## config.mk

```make
export PLATFORM = sky130hd
export DESIGN_NAME = cpu_ctrl_fsm
export DESIGN_NICKNAME = d
export VERILOG_FILES = /design/src/rtl/cpu_ctrl_pkg.sv /design/src/rtl/cpu_ctrl_fsm_mem_wait_timer.sv /design/src/rtl/cpu_ctrl_fsm.sv
export SDC_FILE = /design/constraint.sdc
export NUM_CORES = 1
export LEC_CHECK = 0
export ABC_AREA = 1
export BUFFER_PORTS_ARGS = -buffer_cell sky130_fd_sc_hd__buf_2
export CORE_ASPECT_RATIO = 0.75
export CORE_UTILIZATION = 34
export DETAILED_ROUTE_END_ITERATION = 10
export GPL_ROUTABILITY_DRIVEN = 1
export PLACE_DENSITY = 0.83
export SYNTH_ARGS = -nofsm -noshare
export SYNTH_HDL_FRONTEND = slang
export SYNTH_HIERARCHICAL = 1
export SYNTH_SLANG_ARGS = --single-unit
```

## constraint.sdc

```tcl
create_clock -name clk -period 1.1 [get_ports clk]
set_input_delay 0.165 -clock clk [delete_from_list [all_inputs] [get_ports clk]]
set_output_delay 0.165 -clock clk [all_outputs]
set_load 0.05 [all_outputs]
```

## src/rtl/cpu_ctrl_pkg.sv

```systemverilog
// Shared definitions for the CPU control FSM.
// - state enum (load/store states only when CPU_CTRL_LDST_EN is defined)
// - dp_ctrl layout {S, ALU_OP[3:0], SHIFT_OP[1:0], RS_IMM_S[1:0], RM_IMM_S[1:0]}
// - ALU opcodes, PC source encodings, instruction decode patterns
// - ctrl_t: the registered control word, and ctrl_decode() mapping a state to it
package cpu_ctrl_pkg;

    localparam int DP_W         = 11;
    localparam int DP_S_BIT     = 10;
    localparam int DP_ALU_LSB   = 6;
    localparam int DP_ALU_W     = 4;
    localparam int DP_SHIFT_LSB = 4;
    localparam int DP_RS_LSB    = 2;
    localparam int DP_RM_LSB    = 0;

    localparam logic [3:0] ALU_OP_ADD = 4'b0100;
    localparam logic [3:0] ALU_OP_SUB = 4'b0010;
    localparam logic [3:0] ALU_OP_MOV = 4'b1000;

    localparam logic [1:0] PC_S_PC4 = 2'b00;
    localparam logic [1:0] PC_S_B   = 2'b01;
    localparam logic [1:0] PC_S_F   = 2'b10;

    localparam logic [3:0]  OPC_B     = 4'b1010;  // ir[27:24]
    localparam logic [3:0]  OPC_BL    = 4'b1011;  // ir[27:24]
    localparam logic [23:0] BX_PAT    = 24'h12FFF1; // ir[27:4]
    localparam logic [1:0]  LDST_PAT  = 2'b01;    // ir[27:26]

    typedef enum logic [3:0] {
        S_IDLE   = 4'd0,
        S_FETCH  = 4'd1,
        S_DECODE = 4'd2,
        S_EXEC   = 4'd3,
        S_WB     = 4'd4,
        S_BX     = 4'd5,
        S_BCALC  = 4'd6,
        S_BPC    = 4'd7,
        S_BLLINK = 4'd8,
        S_BLCALC = 4'd9
`ifdef CPU_CTRL_LDST_EN
        ,
        S_MADDR  = 4'd10,
        S_MWAIT  = 4'd11,
        S_MWB    = 4'd12,
        S_TRAP   = 4'd13
`endif
    } cpu_state_e;

    // fetch/dp_pass/dp_addr mark states whose outputs also depend on
    // live inputs (ir_valid, dp_ctrl_i); the top module merges those in.
    typedef struct packed {
        logic            fetch;
        logic            dp_pass;
        logic            dp_addr;
        logic            write_pc;
        logic            write_reg;
        logic [2:0]      ld_abc;
        logic            lf;
        logic [1:0]      pc_s;
        logic            alu_a_s;
        logic            alu_b_s;
        logic            rd_s;
        logic            wb_s;
        logic [DP_W-1:0] dp;
        logic            mem_req;
        logic            mem_we;
        logic            trap;
    } ctrl_t;

    function automatic logic [DP_W-1:0] dp_alu(input logic [3:0] op);
        logic [DP_W-1:0] v;
        v = '0;
        v[DP_ALU_LSB +: DP_ALU_W] = op;
        return v;
    endfunction

    function automatic ctrl_t ctrl_decode(input cpu_state_e s);
        ctrl_t c;
        c = '0;
        case (s)
            S_FETCH:  begin c.fetch = 1'b1; c.pc_s = PC_S_PC4; end
            S_DECODE: c.ld_abc = 3'b111;
            S_EXEC:   begin c.lf = 1'b1; c.dp_pass = 1'b1; end
            S_WB:     c.write_reg = 1'b1;
            S_BX:     begin c.write_pc = 1'b1; c.pc_s = PC_S_B; end
            S_BCALC:  begin
                c.alu_a_s = 1'b1; c.alu_b_s = 1'b1; c.lf = 1'b1;
                c.dp = dp_alu(ALU_OP_ADD);
            end
            S_BPC:    begin c.write_pc = 1'b1; c.pc_s = PC_S_F; end
            S_BLLINK: begin
                c.alu_a_s = 1'b1; c.lf = 1'b1;
                c.dp = dp_alu(ALU_OP_MOV);
            end
            S_BLCALC: begin
                c.alu_a_s = 1'b1; c.alu_b_s = 1'b1; c.lf = 1'b1;
                c.dp = dp_alu(ALU_OP_ADD);
                c.rd_s = 1'b1; c.write_reg = 1'b1;
            end
`ifdef CPU_CTRL_LDST_EN
            S_MADDR:  begin c.lf = 1'b1; c.dp_addr = 1'b1; end
            S_MWAIT:  c.mem_req = 1'b1;  // mem_we filled in by the top
            S_MWB:    begin c.write_reg = 1'b1; c.wb_s = 1'b1; end
            S_TRAP:   c.trap = 1'b1;
`endif
            default:  c = '0;
        endcase
        return c;
    endfunction

endpackage

```

## src/rtl/cpu_ctrl_fsm_mem_wait_timer.sv

```systemverilog
// mem_wait_timer: counts cycles spent waiting for mem_ack.
// Ports: clk, rst (sync, active-high), clr (zero the count), en (count this
// cycle), expired (this is the MEM_TO-th waiting cycle).
module mem_wait_timer #(
    parameter int MEM_TO   = 16,
    parameter int MEM_TO_W = 8
) (
    input  logic clk,
    input  logic rst,
    input  logic clr,
    input  logic en,
    output logic expired
);
    localparam logic [MEM_TO_W-1:0] LAST_CNT = MEM_TO_W'(MEM_TO - 1);

    logic [MEM_TO_W-1:0] count_q;
    logic [MEM_TO_W-1:0] count_d;

    always_comb begin
        count_d = count_q;
        if (clr)
            count_d = '0;
        else if (en)
            count_d = count_q + MEM_TO_W'(1);
    end

    always_ff @(posedge clk) begin
        if (rst)
            count_q <= '0;
        else
            count_q <= count_d;
    end

    // Count reaches MEM_TO at the end of this cycle.
    assign expired = en && (count_q == LAST_CNT);
endmodule

```

## src/rtl/cpu_ctrl_fsm.sv

```systemverilog
// cpu_ctrl_fsm: multi-cycle control FSM for an ARM-like datapath.
// Inputs : clk, rst (sync, active-high), ir, ir_valid, dp_ctrl_i, ttcc,
//          cond_pass, mem_ack.
// Outputs: write_pc, write_ir, write_reg, ld_abc, lf, pc_s, alu_a_s, alu_b_s,
//          rd_s, wb_s, dp_ctrl, mem_req, mem_we, trap, state_dbg (state).
// Build option CPU_CTRL_LDST_EN adds the load/store states, the wait timer
// and the trap; without it load/store opcodes run as data-processing and
// mem_req, mem_we, wb_s and trap stay 0.
module cpu_ctrl_fsm
    import cpu_ctrl_pkg::*;
#(
    parameter int MEM_TO   = 16,
    parameter int MEM_TO_W = 8
) (
    input  logic            clk,
    input  logic            rst,
    input  logic [31:0]     ir,
    input  logic            ir_valid,
    input  logic [DP_W-1:0] dp_ctrl_i,
    input  logic            ttcc,
    input  logic            cond_pass,
    input  logic            mem_ack,
    output logic            write_pc,
    output logic            write_ir,
    output logic            write_reg,
    output logic [2:0]      ld_abc,
    output logic            lf,
    output logic [1:0]      pc_s,
    output logic            alu_a_s,
    output logic            alu_b_s,
    output logic            rd_s,
    output logic            wb_s,
    output logic [DP_W-1:0] dp_ctrl,
    output logic            mem_req,
    output logic            mem_we,
    output logic            trap,
    output logic [3:0]      state_dbg
);
    cpu_state_e state_q, state_d;
    ctrl_t      ctrl_q, ctrl_d;

    logic is_b, is_bl, is_bx;
    assign is_b  = (ir[27:24] == OPC_B);
    assign is_bl = (ir[27:24] == OPC_BL);
    assign is_bx = (ir[27:4]  == BX_PAT);

`ifdef CPU_CTRL_LDST_EN
    logic is_ldst, wait_expired;
    logic load_q, load_d, up_q, up_d;
    assign is_ldst = (ir[27:26] == LDST_PAT);

    mem_wait_timer #(.MEM_TO(MEM_TO), .MEM_TO_W(MEM_TO_W)) u_timer (
        .clk     (clk),
        .rst     (rst),
        .clr     (state_q == S_MADDR),
        .en      (state_q == S_MWAIT),
        .expired (wait_expired)
    );
`endif

    always_comb begin
        state_d = state_q;
`ifdef CPU_CTRL_LDST_EN
        load_d = load_q;
        up_d   = up_q;
`endif
        case (state_q)
            S_IDLE:   state_d = S_FETCH;
            S_FETCH:  if (ir_valid) begin
                if (!cond_pass)  state_d = S_FETCH;
                else if (is_b)   state_d = S_BCALC;
                else if (is_bl)  state_d = S_BLLINK;
                else             state_d = S_DECODE;
            end
            S_DECODE: begin
                if (is_bx) state_d = S_BX;
`ifdef CPU_CTRL_LDST_EN
                else if (is_ldst) begin
                    state_d = S_MADDR;
                    // ir is not guaranteed past decode, so keep L and U.
                    load_d  = ir[20];
                    up_d    = ir[23];
                end
`endif
                else state_d = S_EXEC;
            end
            S_EXEC:   state_d = ttcc ? S_FETCH : S_WB;
            S_WB:     state_d = S_FETCH;
            S_BX:     state_d = S_FETCH;
            S_BCALC:  state_d = S_BPC;
            S_BPC:    state_d = S_FETCH;
            S_BLLINK: state_d = S_BLCALC;
            S_BLCALC: state_d = S_BPC;
`ifdef CPU_CTRL_LDST_EN
            S_MADDR:  state_d = S_MWAIT;
            S_MWAIT:  begin
                // An ack in the expiry cycle still completes the access.
                if (mem_ack)           state_d = load_q ? S_MWB : S_FETCH;
                else if (wait_expired) state_d = S_TRAP;
            end
            S_MWB:    state_d = S_FETCH;
            S_TRAP:   state_d = S_TRAP;
`endif
            default:  state_d = S_IDLE;
        endcase

        // Outputs are registered from the next state so they line up with state_q.
        ctrl_d = ctrl_decode(state_d);
`ifdef CPU_CTRL_LDST_EN
        if (state_d == S_MWAIT)
            ctrl_d.mem_we = ~load_d;
`endif
    end

    always_ff @(posedge clk) begin
        if (rst) begin
            state_q <= S_IDLE;
            ctrl_q  <= '0;
`ifdef CPU_CTRL_LDST_EN
            load_q  <= 1'b0;
            up_q    <= 1'b0;
`endif
        end else begin
            state_q <= state_d;
            ctrl_q  <= ctrl_d;
`ifdef CPU_CTRL_LDST_EN
            load_q  <= load_d;
            up_q    <= up_d;
`endif
        end
    end

    assign state_dbg = state_q;
    assign write_pc  = ctrl_q.write_pc | (ctrl_q.fetch & ir_valid);
    assign write_ir  = ctrl_q.fetch & ir_valid;
    assign write_reg = ctrl_q.write_reg;
    assign ld_abc    = ctrl_q.ld_abc;
    assign lf        = ctrl_q.lf;
    assign pc_s      = ctrl_q.pc_s;
    assign alu_a_s   = ctrl_q.alu_a_s;
    assign alu_b_s   = ctrl_q.alu_b_s;
    assign rd_s      = ctrl_q.rd_s;
    // Only ever set by load/store states, so these are 0 in the default build.
    assign wb_s      = ctrl_q.wb_s;
    assign mem_req   = ctrl_q.mem_req;
    assign mem_we    = ctrl_q.mem_we;
    assign trap      = ctrl_q.trap;

    always_comb begin
        dp_ctrl = ctrl_q.dp;
        if (ctrl_q.dp_pass)
            dp_ctrl = dp_ctrl_i;
`ifdef CPU_CTRL_LDST_EN
        // Address calc: keep shifter/operand selects, force add/sub by U, no flags.
        if (ctrl_q.dp_addr) begin
            dp_ctrl = dp_ctrl_i;
            dp_ctrl[DP_S_BIT] = 1'b0;
            dp_ctrl[DP_ALU_LSB +: DP_ALU_W] = up_q ? ALU_OP_ADD : ALU_OP_SUB;
        end
`endif
    end

    logic unused_sink;
`ifdef CPU_CTRL_LDST_EN
    assign unused_sink = ^{ir[31:28], ir[3:0]};
`else
    assign unused_sink = ^{ir[31:28], ir[3:0], mem_ack, ctrl_q.dp_addr, MEM_TO_W'(MEM_TO)};
`endif
endmodule

```

==> flow_summary_export.csv <==
group,metric,value,unit
floorplanning,die_area,3080,um^2
run_status,status,"complete, but fails checks",
cells_and_area,largest_register,"ctrl_q",
logic_synthesis,synth_edf_count,0,
logic_synthesis,yosys.area_share.xor_xnor,0,
drt,dr.pass1.iters,4,
place,hpwlAfterDp,1930,um
drt,wl_per_cell,14.6,um
power,clockPowerShare,0.308,
drt,wl,3920,um
drt,viasPerCell,4.90,
run,drv_cap,0,
power,power_switching,474,uW
drt,drt_iter0_drc,63,
power,ir_drop,862,uV
floorplanning,die_y,48.3,um
grt,grt_overflow,0,
power,seqPwrFrac,0.422,
power,sw_frac_of_total,0.313,
logic_synthesis,synth_fa_ha_area_frac,0,
power,p_int,1.04,mW
logic_synthesis,synthTopCellsByArea,"dfxtp_1, nand2_1, inv_1",
clocking,cts_max_level,1,
logic_synthesis,syn_inst,149,
clocking,cts_buffers,3,
cells_and_area,antenna_cells,0,
floorplanning,ioPinCount,80,
timing,slew_viol_final,0,
clocking,clk_path_buf_depth,2,
grt,grt_pass1_vias,1205,
clocking,clk_latency,260,ps
cells_and_area,largest_reg_flops,5,
logic_synthesis,synth.most_common_cell,"nand2_1",
floorplanning,die_w,63.8,um
cells_and_area,final_core_util,0.713,
logic_synthesis,muxShareOfSynthArea,0.0231,
timing,fmax,782,MHz
floorplanning,start_util,0.366,
logic_synthesis,syn_area_per_cell,6.53,um^2
place,post-place-ws,-84.0,ps
power,p_comb_frac,0.270,
power,p_leak,1.05,nW
grt,grt_pass1_wl,5200,um
cells_and_area,instances_no_fill,268,
setup_path,crit_path_end_kind,"register",
timing,finalSetupViolCount,27,
logic_synthesis,synth_top_area_share,0.350,
cells_and_area,drive_gt1_frac,0.685,
logic_synthesis,ys_seq_area_frac,0.350,
cells_and_area,area_growth,95.1,%
setup_path,critPathRequiredTime,1290,ps
logic_synthesis,synth_warnings,6,
floorplanning,rows,16,
timing,hold_ws,251,ps
clocking,root_buffer,"clkbuf_8",
logic_synthesis,netlist_top_cells_count,"nand2_1, inv_1, nor2_1",
logic_synthesis,synth_async_sr_flop_share,0,
power,powerDensity,797,nW/um^2
logic_synthesis,synthFlopType,"dfxtp_1",
timing,setup_ws,-179,ps
setup_path,worstSetupPathType,"reg -> reg",
cells_and_area,final_cell_area,1900,um^2
grt,grt_max_degree,12,
logic_synthesis,synth_seq_cells,17,
timing,final_hold_viol_count,0,
grt,antenna_found_initial,0,
grt,grt_usage,0.218,
timing,period_minus_slack,1280,ps
clocking,clk_pin_slew,60,ps
drt,ant_nets,0,
drt,vias,1314,
place,port-buffer-count,66,
logic_synthesis,synth-compound-area-share,0.0681,
place,place.gp.congestion,0.902,
logic_synthesis,synthSimpleGateAreaFrac,0.362,
setup_path,cp-start-kind,"register",
timing,fin_worst_skew,3.47,ps
timing,period_share,1.16,
clocking,cts_tree,"done",
worst_hold_path,hold_class,"in -> reg",
logic_synthesis,yosys.area.top_type,"dfxtp_1",
setup_path,cp_max_fo,5,
run_status,violations,"setup timing",
logic_synthesis,synth_top_family_by_area,"simple AND/OR/NAND/NOR gates",
cells_and_area,nNetsFinal,282,
place,dp_cells,253,
place,dpl_cell_area,1400,um^2
logic_synthesis,ys_types,25,
floorplanning,core,2660,um^2
logic_synthesis,syn_area,973,um^2
drt,drc,0,
clocking,holdBufCountCts,0,
clocking,clock_sinks,17,
timing,rsz0062_at_grt,"true",
setup_path,crit_arrival,1470,ps
==> power by group through the flow <==
stage | combinational, mW | clock, mW | sequential, mW
5_1_grt | 0.432 | 0.497 | 0.641
2_1_floorplan | 0.176 | 0 | 0.670
3_3_place_gp | 0.295 | 0 | 0.647
3_5_place_dp | 0.299 | 0 | 0.648
4_1_cts | 0.350 | 0.464 | 0.637
6_report | 0.408 | 0.466 | 0.639
==> repair_timing <==
| item | in CTS | in global routing |
|---|---|---|
| pin swaps | 19 | 13 |
| endpoints found under the setup margin | 23 | 29 |
| gates resized for setup | 58 | 54 |
| buffers inserted | 4 | 8 |
==> logic make-up after synthesis <==
logic type             count (synthesis)
other                                  1
AO/OA/AOI/OAI                         11
buffers and inverters                 41
multiplexers                           2
AND/OR/NAND/NOR                       77
flip-flops                            17
==> path summary, 6_finish.rpt <==
path	startpoint	end	slack [ps]	cells past startpoint
hold / removal	rst	ctrl_q[27]	250	2
setup / recovery	state_dbg[2]	lf	-180	9
hold reg to reg	state_dbg[2]	pc_s[1]	650	2
setup reg to reg	state_dbg[2]	lf	-180	9
==> per-layer routing <==
layer / vias to the layer above / global-route usage / part of all wire
met5: - / 0 / 0
met1: 599 / 0.260 / 0.38
met2: 85 / 0.372 / 0.48
li1: 605 / - / -
met3: 25 / 0.0590 / 0.082
met4: 0 / 0.0833 / 0.058
==> stage by stage <==
step | total power [mW] | TNS (ps)
2_1_floorplan | 0.847 | -475
3_5_place_dp | 0.947 | -871
3_3_place_gp | 0.942 | -645
6_report | 1.51 | -2940
4_1_cts | 1.45 | -2060
5_1_grt | 1.57 | -4140
==> worst max-delay path, cell delays in order, from the launching register on <==
cell and delay (ps):
dfxtp_4 380, inv_6 80, nand2_4 60, nor2_4 140, nand2_4 90, o21ai_4 160
nand2_2 100, nand2_2 80, nand2_2 60, o21ai_2 50
==> final cells by class <==
class / instances / area, um^2
Fill cell: 183 / 763
Multi-Input combinational cell: 94 / 679
Timing Repair Buffer: 87 / 641
Sequential cell: 17 / 360
Inverter: 30 / 129
Clock buffer: 4 / 45.0
Tap cell: 36 / 45.0
==> cells in the final DEF (no fill, tap or decap) <==
cell / count
or2_4: 1
nor2_4: 3
buf_6: 8
clkinvlp_4: 1
clkinv_1: 1
inv_6: 2
nor3_4: 1
nand3_4: 3
nand4_1: 4
nor2_2: 4
nand3_1: 3
conb_1: 4
a21oi_4: 2
nand3_2: 6
o21ai_2: 1
inv_2: 11
buf_4: 18
dfxtp_2: 1
a21oi_1: 5
nand2_1: 15
buf_2: 50
dfxtp_4: 5
nand2_4: 6
and2_4: 1
buf_8: 11
clkbuf_8: 3
nor2_1: 15
mux2_4: 2
inv_1: 14
clkbuf_1: 1
inv_4: 1
nand2_2: 15
o21ai_4: 3
dfxtp_1: 11
No activity file was read; power rests on OpenSTA's default activity.
